`config.mk`:
```
export PLATFORM = sky130hd
export DESIGN_NAME = tie_net_monitor
export DESIGN_NICKNAME = d
export VERILOG_FILES = /design/src/rtl/tie_net_monitor.sv
export SDC_FILE = /design/constraint.sdc
export NUM_CORES = 1
export LEC_CHECK = 0
export BUFFER_PORTS_ARGS = -buffer_cell sky130_fd_sc_hd__clkbuf_2
export CAP_MARGIN = 15
export CORE_MARGIN = 3
export CORE_UTILIZATION = 60
export CTS_BUF_LIST = sky130_fd_sc_hd__clkbuf_8
export CTS_CLUSTER_DIAMETER = 100
export DETAILED_ROUTE_END_ITERATION = 16
export PLACE_DENSITY = 0.87
export SLEW_MARGIN = 25
export SYNTH_ARGS = -nofsm -noshare
export SYNTH_HDL_FRONTEND = slang
export SYNTH_SLANG_ARGS = --single-unit
```
`constraint.sdc`:
```
create_clock -name ck -period 5.95 [get_ports ck]
set_input_delay 0.8925 -clock ck [delete_from_list [all_inputs] [get_ports ck]]
set_output_delay 0.8925 -clock ck [all_outputs]
set_load 0.01 [all_outputs]
```
`src/rtl/tie_net_monitor.sv`:
```
// Tie-high / tie-low net monitor: synchronizes both tie nets, filters
// glitches with a consecutive-violation run counter, and raises sticky faults.
module tie_net_monitor #(
  parameter int SYNC_STAGES = 2,
  parameter int THRESH      = 4,
  parameter int CNT_W       = 8
) (
  input  logic             ck,
  input  logic             rst,
  input  logic             one,
  input  logic             zero,
  input  logic             clr,
  output logic             fault_one,
  output logic             fault_zero,
  output logic             fault,
  output logic [CNT_W-1:0] err_cnt
);

  localparam int RUN_W = $clog2(THRESH + 1);

  localparam logic [1:0] ST_OK  = 2'd0;
  localparam logic [1:0] ST_SUS = 2'd1;
  localparam logic [1:0] ST_FLT = 2'd2;

  localparam logic [RUN_W-1:0] RUN_LAST = RUN_W'(THRESH - 1);
  localparam logic [CNT_W-1:0] CNT_MAX  = '1;

  logic [SYNC_STAGES-1:0] one_sync_q;
  logic [SYNC_STAGES-1:0] one_sync_d;
  logic [SYNC_STAGES-1:0] zero_sync_q;
  logic [SYNC_STAGES-1:0] zero_sync_d;

  logic       s_one;
  logic       s_zero;
  logic [1:0] viol;

  // index 0 tracks the tie-high net, index 1 the tie-low net
  logic [1:0][1:0]       st_q;
  logic [1:0][1:0]       st_d;
  logic [1:0][RUN_W-1:0] run_q;
  logic [1:0][RUN_W-1:0] run_d;
  logic [1:0]            enter;

  logic [CNT_W-1:0] err_cnt_q;
  logic [CNT_W-1:0] err_cnt_d;
  logic [CNT_W+1:0] err_sum;

  // shift each raw tie net through its synchronizer chain
  always_comb begin
    one_sync_d     = one_sync_q;
    zero_sync_d    = zero_sync_q;
    one_sync_d[0]  = one;
    zero_sync_d[0] = zero;
    for (int i = 1; i < SYNC_STAGES; i++) begin
      one_sync_d[i]  = one_sync_q[i-1];
      zero_sync_d[i] = zero_sync_q[i-1];
    end
  end

  assign s_one  = one_sync_q[SYNC_STAGES-1];
  assign s_zero = zero_sync_q[SYNC_STAGES-1];

  // anything other than a clean expected level (including X/Z) is a violation
  assign viol[0] = (s_one !== 1'b1);
  assign viol[1] = (s_zero !== 1'b0);

  // per-net glitch filter: OK -> SUSPECT -> FAULT, clr overrides entry
  always_comb begin
    st_d  = st_q;
    run_d = run_q;
    enter = 2'b00;
    for (int n = 0; n < 2; n++) begin
      if (clr) begin
        st_d[n]  = ST_OK;
        run_d[n] = '0;
      end else begin
        case (st_q[n])
          ST_OK: begin
            if (viol[n]) begin
              if (THRESH == 1) begin
                st_d[n]  = ST_FLT;
                run_d[n] = '0;
                enter[n] = 1'b1;
              end else begin
                st_d[n]  = ST_SUS;
                run_d[n] = RUN_W'(1);
              end
            end
          end
          ST_SUS: begin
            if (viol[n]) begin
              if (run_q[n] == RUN_LAST) begin
                st_d[n]  = ST_FLT;
                run_d[n] = '0;
                enter[n] = 1'b1;
              end else begin
                run_d[n] = run_q[n] + RUN_W'(1);
              end
            end else begin
              st_d[n]  = ST_OK;
              run_d[n] = '0;
            end
          end
          ST_FLT: begin
            st_d[n]  = ST_FLT;
            run_d[n] = '0;
          end
          default: begin
            st_d[n]  = ST_OK;
            run_d[n] = '0;
          end
        endcase
      end
    end
  end

  // saturating count of fault entries; simultaneous entries add two
  always_comb begin
    err_sum = {2'b00, err_cnt_q}
            + (CNT_W+2)'(enter[0])
            + (CNT_W+2)'(enter[1]);
    if (clr) begin
      err_cnt_d = '0;
    end else if (err_sum > {2'b00, CNT_MAX}) begin
      err_cnt_d = CNT_MAX;
    end else begin
      err_cnt_d = err_sum[CNT_W-1:0];
    end
  end

  // state registers; reset parks synchronizers at the safe tie levels
  always_ff @(posedge ck or posedge rst) begin
    if (rst) begin
      one_sync_q  <= '1;
      zero_sync_q <= '0;
      st_q        <= {ST_OK, ST_OK};
      run_q       <= '0;
      err_cnt_q   <= '0;
    end else begin
      one_sync_q  <= one_sync_d;
      zero_sync_q <= zero_sync_d;
      st_q        <= st_d;
      run_q       <= run_d;
      err_cnt_q   <= err_cnt_d;
    end
  end

  assign fault_one  = (st_q[0] == ST_FLT);
  assign fault_zero = (st_q[1] == ST_FLT);
  assign fault      = fault_one | fault_zero;
  assign err_cnt    = err_cnt_q;

endmodule

```
# Word-level counts from Yosys, hierarchy flattened
# Cells that the tools add are included.
word_totals:
  reg_bits: 22
  in_bits: 5
  out_inout_bits: 11
  wordCells: 59
classes:
  addsub: 4
  order_cmp: 1
  n_eq_ne: 12
  muxes: 30
  bitwise: 1
  n_reduce_logical: 4
ops:
  columns: ["operator", "n"]
  rows:
  - ["3-bit 2-to-1 mux", 8]
  - ["2-bit 2-to-1 mux", 8]
  - ["8-bit 2-to-1 mux", 2]
  - ["2-bit one-hot mux with 3 select lines", 2]
  - ["3-bit one-hot mux with 2 select lines", 2]
  - ["9-bit by 1-bit adder with 10-bit output", 1]
  - ["10-bit by 8-bit > comparator with 1-bit output (second input constant)", 1]
  - ["8-bit by 1-bit adder with 9-bit output", 1]
  - ["1-bit 2-to-1 mux", 8]
  - ["4-bit inequality test (second input constant)", 2]
  - ["3-bit by 1-bit adder with 3-bit output (second input constant)", 2]
  - ["3-bit by 2-bit == test with 1-bit output (second input constant)", 2]
  - ["3-bit inequality test (second input constant)", 2]
  - ["2-bit by 1-bit == test with 1-bit output (second input constant)", 2]
  - ["2-bit == test (second input constant)", 2]
  - ["2-bit zero test", 2]
  - ["2-bit AND reduction", 2]
  - ["1-bit !== test (second input constant)", 2]
  - ["1-bit bitwise OR", 1]

# Depth between registers and ports, before layout
# Gate-level depths: netlist of run 1.
logic_depth:
  ltp_word: 10
  depth_mapped: 9
  depth_no_buf: 9

# Worst setup path before layout of run 1
# Ideal clock, no wire load.
synth_path:
  kind: "input port to flip-flop"
  start: "input clr"
  end: "register err_cnt_q[6] (netlist: err_cnt[6])"
  setup_time_ns: 0.136
  t_arrival_ns: 2.367
  t_required_ns: 5.814
  path_slack_ns: 3.447
  cell_stages: 8
  n_path_buf: 0
  cell_sequence: "nor2_1 nand4_1 fa_1 inv_1 ha_1 and4_4 and4b_1 nor3_1"
synth_between:
  elab_chain_cells: 6
  elab_cells_between_ends: 7
  cone_classes: "add/sub: 2; order compare: 1; mux: 4"
synth_rtl:
  columns: ["item", "line_no", "rtl"]
  rows:
  - ["start: declaration", "12", "input logic clr,"]
  - ["1-bit 2-to-1 mux", "73", "if (clr) begin"]
  - ["8-bit by 1-bit adder with 9-bit output", "120", "+ (CNT_W+2)'(enter[0])"]
  - ["9-bit by 1-bit adder with 10-bit output", "121", "+ (CNT_W+2)'(enter[1]);"]
  - ["10-bit by 8-bit > comparator with 1-bit output", "124", "end else if (err_sum > {2'b00, CNT_MAX}) begin"]
  - ["8-bit 2-to-1 mux", "124", null]
  - ["8-bit 2-to-1 mux *", "122", "if (clr) begin"]
  - ["named net err_cnt_d[6]", "45", "logic [CNT_W-1:0] err_cnt_d;"]
  - ["end signal: assignment", "144", "err_cnt_q <= err_cnt_d;"]
  - ["end: declaration", "44", "logic [CNT_W-1:0] err_cnt_q;"]
# Mark *: on every way through the listed nets, which the timed path passes. The rest lies on a longest branch.
# A chain may end at the register's enable or synchronous reset.

# Worst setup path in the final report of run 1
layout_path:
  start: "input clr"
  end: "register err_cnt_q[0] (netlist: err_cnt[0])"
# The elaborated chain is that of the path after synthesis.

==> results of run 1 <==
power breakdown:
group	leakage (nW)	switching [W]	internal, W
registers	0.291	0.00000302	0.000153
clock network	0.0288	0.0000451	0.0000589
logic	0.280	0.00000763	0.00000425
metal layers:
metal	wire length, um	GRT usage [%]	up-vias
li1	-	-	374
met1	849	25.2	355
met2	967	35.3	30
met3	108	3.45	5
met4	38	8.29	0
met5	0	0	-
flip-flops by register name, summed over array words and instances (netlist names):
register / cells
zero_sync_q: 2
one_sync_q: 2
run_q: 6
st_q: 4
err_cnt: 8
logic make-up (layout without fill, tap and decap cells):
| group | after synthesis | in the layout | synth area share (%) |
|---|---|---|---|
| adders and majority gates | 4 | 4 | 5.60 |
| xor gates and xnor gates | 2 | 2 | 1.71 |
| buffers and inverters | 7 | 25 | 2.56 |
| AOI/OAI and AO/OA | 21 | 21 | 13.4 |
| and+or+nand+nor | 37 | 37 | 22.9 |
| DFF | 22 | 22 | 53.8 |
final cells by class:
cell class	count	area [um2]	area share, %
Sequential cell	22	553	47.1
Multi-Input combinational cell	64	448	38.2
Timing Repair Buffer	15	75.1	6.40
Clock buffer	4	55.1	4.69
Inverter	6	22.5	1.92
Tap cell	16	20.0	1.71
synthesized netlist by cell type (2+ instances only):
cell       n
a21oi_1    8
a31oi_1    2
dfrtp_1   20
dfstp_2    2
ha_1       3
inv_1      6
nand2_1    5
nand2b_1   5
nand3_1    2
nand3b_1   3
nand4_1    3
nor2_1     4
nor2b_1    5
nor3_1     2
o211a_1    3
o21ai_0    3
or3_1      2
final timing paths:
check | start | endpoint | slack [ns]
min in group asynchronous | rst | zero_sync_q[0] | 0.76
worst max-delay path | clr | err_cnt[0] | 3.21
max in group asynchronous | rst | st_q[2] | 4.70
worst max register to register | run_q[3] | err_cnt[0] | 3.59
worst min-delay path | one_sync_q[0] | one_sync_q[1] | 0.37
worst min register to register | one_sync_q[0] | one_sync_q[1] | 0.37
per-stage QoR:
step	cells	hold slack (ns)	cell area, um2	setup slack, ns
2_1_floorplan	93	0.331	1030	3.45
3_3_place_gp	123	0.331	1120	3.11
6_report	127	0.365	1170	3.21
4_1_cts	127	0.366	1170	3.19
5_1_grt	127	0.370	1170	3.03
3_5_place_dp	123	0.346	1120	2.93
cells in the final DEF (no fill, tap or decap):
cell type	instances
a211oi_1	1
or3_1	2
xnor2_1	1
clkbuf_8	4
inv_1	6
xor2_1	1
nand4_4	1
nand3_1	2
a32oi_1	1
a21boi_0	1
nand2b_1	5
dfstp_2	2
nand2_1	5
nor4b_1	1
nor3_1	2
and4_4	1
nor3b_1	1
and3_1	1
a31oi_1	2
a2111oi_0	1
dfrtp_1	20
ha_1	3
o21bai_1	1
o21ai_0	3
clkbuf_2	15
nor2_1	4
nand4_1	3
o211a_1	3
nand3b_1	3
nor2b_1	5
and4b_1	1
fa_1	1
a21oi_1	8
worst max-delay path: stages:
cell and delay, ns:
clkbuf_2 0.20, nor2_1 0.32, nand4_1 0.17, fa_1 0.45, inv_1 0.08, ha_1 0.21, and4_4 0.28, nand4_4 0.14
a21oi_1 0.19
==> results.tsv, run 1 <==
stage	metric	value	unit
sta	drv_slew	0	
yosys	async_flop_share	100	%
route	initialDrtViolationCount	25	
yosys	syn_inst	93	
sta	fin_crit_sh	46.1	%
floorplan	die-area	2240	um2
yosys	synth_ff_type	dfrtp_1	
cts	cts_made_buffers	3	
cts	clockBufferDepth	2	
run_status	status	finished clean	
cts	clockRootBuffer	clkbuf_8	
route	avgRoutedWirePerCell	15.5	um
floorplan	initial_core_util	65.9	%
layout	n_antenna_cell	0	
sta	period_needed	2.74	ns
cts	h-tree-depth	1	
layout	fin_util	75.3	%
sta	fmax	365	MHz
floorplan	core_area	1560	um2
hold_path	hold_depth	0	
cts	ctsResizeCount	0	
route	wirelength	1.96	mm
layout	nFillCells	102	
job	drv_cap	0	
place	place_congestion	0.813	
power_and_ir_drop	p_leak	0.600	nW
yosys	synthTopCellsByArea	dfrtp_1 49%, dfstp_2 5.1%, a21oi_1 3.9%	
critical_path	worstPathMaxFanout	14	
route	routed_via_density	6.02	
sta	final.setup.tns	0	ns
floorplan	rows	14	
critical_path	ff2ff_path_depth	9	
sta	rsz0062_at_grt	false	
global_route	grt_pass1_vias	727	
cts	holdBufCountCts	0	
yosys	yosysTopAreaCell	dfrtp_1	
yosys	synth.distinct_cells	32	
global_route	grt_max_degree	23	
route	first_pass_iters	4	
sta	tightest_slew	0.793	ns
global_route	grt_pass1_wl	3.14	mm
cts	clk-insertion-delay-late	0.26	ns
power_and_ir_drop	total_power	0.000272	W
critical_path	critPathKind	primary input to register	
floorplan	die_w	47.4	um
yosys	syn_avg_cell_area	11.0	um2
yosys	synth_seq_cells	22	
floorplan	die_y	47.4	um
global_route	gr-usage-all-layers	20.4	%
yosys	synth_nets	102	
cts	clock_sinks	22	
critical_path	worstPathRequired	6.13	ns
route	drc	0	
power_and_ir_drop	p_per_area	232	nW/um2
place	port_buffers	15	
critical_path	end_kind	register	
floorplan	ios	16	
hold_path	hp-class	register to register	
sta	finalSetupViolCount	0	
yosys	synth_area	1030	um2
route	ant_nets	0	
yosys	synth_top_area_share	48.7	%
critical_path	arrival	2.93	ns
sta	fin_worst_skew	0.00545	ns
yosys	synth_seq_area_share	53.8	%
route	num_vias	764	
power_and_ir_drop	irDropWorstVdd	0.000170	V
critical_path	critPathLaunchType	primary input	
layout	final_nets	121	
yosys	ys_warn_count	0	
cts	clkTransAtPathRegs	0.08	ns
layout	synthToLayoutAreaGrowth	14.3	%
place	dp_hpwl	1.45	mm
sta	hold_violations	0	
global_route	grt_antenna_before_repair	0	
cts	cts_tree	done	
global_route	gr-total-overflow	0	
cts	postCtsSetupRepairBufs	0	
yosys	synth_edf_count	0	
sta	max_slew_margin	47.0	%
layout	drive_gt1_share	20.7	%
(Power assumes the default switching activity.)
==> run 2: changes to the inputs <==
- CORE_UTILIZATION: 60 -> 52
- PLACE_DENSITY: 0.87 -> 0.8
- clock period: 5.95 -> 2.3 ns (I/O delays scaled with it)
==> results.tsv, run 2 (synthesis results as in run 1) <==
stage	metric	value	unit	change
sta	final.setup.tns	0	ns	unchanged
floorplan	core_area	1800	um2	was 1560 um2
hold_path	hold_depth	1		was 0
global_route	grt_pass1_vias	799		was 727
critical_path	reg2reg_setup_slack	0.12	ns	was 3.59 ns
place	place_congestion	0.798		was 0.813
critical_path	worstPathRequired	2.49	ns	was 6.13 ns
layout	final_common_cell	dfrtp_1		unchanged
critical_path	worstPathMaxFanout	5		was 14
critical_path	critPathLaunchType	register		was primary input
floorplan	die_y	50.4	um	was 47.4 um
sta	fin_worst_skew	0.00260	ns	was 0.00545 ns
cts	cts_tree	done		unchanged
layout	n_antenna_cell	0		unchanged
critical_path	worstReg2RegStart	run_q[3]		unchanged
floorplan	initial_core_util	57.0	%	was 65.9%
global_route	grt_antenna_before_repair	0		unchanged
layout	nFillCells	148		was 102
route	wirelength	2.01	mm	was 1.96 mm
sta	max_slew_margin	47.0	%	about the same
critical_path	critPathSlowestCell	fa_2		was fa_1
global_route	gr-usage-all-layers	18.1	%	was 20.4%
hold_path	min_from	one		was one_sync_q[0]
sta	hold_violations	0		unchanged
floorplan	die_w	50.4	um	was 47.4 um
floorplan	ios	16		unchanged
layout	synthToLayoutAreaGrowth	22.4	%	was 14.3%
critical_path	end_kind	register		unchanged
cts	holdBufCountCts	0		unchanged
route	num_vias	786		was 764
cts	clkTransAtPathRegs	0.07	ns	was 0.08 ns
layout	final_nets	126		was 121
global_route	grt_max_degree	23		unchanged
place	port_buffers	15		unchanged
critical_path	critPathKind	register to register		was primary input to register
cts	clk-insertion-delay-late	0.26	ns	about the same
route	initialDrtViolationCount	15		was 25
sta	period_needed	2.18	ns	
place	dp_hpwl	1.46	mm	was 1.45 mm
critical_path	cpPeakStageDelay	0.44	ns	was 0.45 ns
cts	clockBufferDepth	2		unchanged
layout	largest_reg_flops	8		unchanged
critical_path	r2r-end	err_cnt[5]		was err_cnt[0]
global_route	grt_pass1_wl	3.47	mm	was 3.14 mm
job	drv_cap	0		unchanged
cts	h-tree-depth	1		unchanged
sta	fmax	459	MHz	
layout	most-common-layout-cells	20 x dfrtp_1, 15 x clkbuf_2, 6 x a21oi_1		was 20 x dfrtp_1, 15 x clkbuf_2, 8 x a21oi_1, 6 x inv_1
layout	drive_gt1_share	31.0	%	was 20.7%
run_status	status	finished clean		unchanged
route	ant_nets	0		unchanged
sta	drv_slew	0		unchanged
sta	fin_crit_sh	94.8	%	
cts	clock_sinks	22		unchanged
floorplan	die-area	2540	um2	was 2240 um2
power_and_ir_drop	irDropWorstVdd	0.000577	V	was 0.000170 V
cts	cts_made_buffers	3		unchanged
global_route	gr-total-overflow	0		unchanged
route	routed_via_density	5.57		was 6.02
critical_path	arrival	2.37	ns	was 2.93 ns
cts	clockRootBuffer	clkbuf_8		unchanged
hold_path	min_to	one_sync_q[0]		was one_sync_q[1]
sta	tightest_slew	0.795	ns	was 0.793 ns
critical_path	ff2ff_path_depth	9		unchanged
floorplan	rows	15		was 14
hold_path	hp-class	primary input to register		was register to register
route	first_pass_iters	4		unchanged
critical_path	path_cells	ha_2, nor2b_4, nand4_1, fa_2, inv_2, ha_4, and4_4, nand4_4, a31oi_1		was clkbuf_2, nor2_1, nand4_1, fa_1, inv_1, ha_1, and4_4, nand4_4, a21oi_1
place	placed_area	1150	um2	was 1120 um2
route	drc	0		unchanged
route	avgRoutedWirePerCell	14.2	um	was 15.5 um
critical_path	cp_num_buf_inv	1		was 2
power_and_ir_drop	p_leak	0.619	nW	was 0.600 nW
power_and_ir_drop	p_per_area	565	nW/um2	was 232 nW/um2
critical_path	critPathTopFamily	adder cells		was simple AND/OR/NAND/NOR gates
layout	final_area	1260	um2	was 1170 um2
sta	rsz0062_at_grt	true		was false
sta	finalSetupViolCount	0		unchanged
## run 2: metrics by stage
stage / setup slack [ns] / hold WS, ns / power (W) / util, % / cells
floorplan: 0.205 / 0.331 / 0.000432 / - / 93
global placement: 0.112 / 0.342 / 0.000444 / 64.0 / 135
detailed placement: 0.00539 / 0.346 / 0.000446 / 64.0 / 135
CTS: 0.0264 / 0.153 / 0.000717 / 67.3 / 139
global route: -0.0211 / 0.152 / 0.000738 / 69.8 / 141
finish: 0.120 / 0.159 / 0.000711 / 69.8 / 141
## run 2: layer usage
layer	vias to the layer above	part of all wire (%)	track usage [%]
met1	377	42	19.8
met3	8	4.2	5.93
met5	-	0	0
met2	20	51	32.0
li1	381	-	-
met4	0	3.0	7.62
## run 2: worst max path at each step
| stage | startpoint | to | slack (ns) | cells after the start |
|---|---|---|---|---|
| 6_report | run_q[3] | err_cnt[5] | 0.12 | 9 |
| 5_1_grt | run_q[3] | err_cnt[5] | -0.02 | 9 |
| 4_1_cts | run_q[0] | err_cnt[1] | 0.03 | 9 |
| 3_5_place_dp | run_q[3] | err_cnt[1] | 0.005 | 9 |
| 3_3_place_gp | run_q[3] | err_cnt[0] | 0.11 | 9 |
| 2_1_floorplan | run_q[3] | err_cnt[6] | 0.20 | 9 |
## run 2: power breakdown
group	switching, W	leakage, nW	internal (W)
logic	0.0000205	0.300	0.0000136
registers	0.00000802	0.291	0.000397
clock network	0.000119	0.0288	0.000153
total	0.000148	0.619	0.000563
## run 2: final cells by class
type / count / area (um2) / area share [%]
Clock buffer: 4 / 55.1 / 4.38
Inverter: 6 / 22.5 / 1.79
Multi-Input combinational cell: 64 / 483 / 38.4
Sequential cell: 22 / 553 / 44.0
Tap cell: 25 / 31.3 / 2.49
Timing Repair Buffer: 20 / 113 / 8.96
## run 2: repair_timing
item                                    4_1_cts  5_1_grt
endpoints found under the setup margin        2        7
pin swaps                                     0        3
setup buffers                                 0        2
resized for setup                             2        8
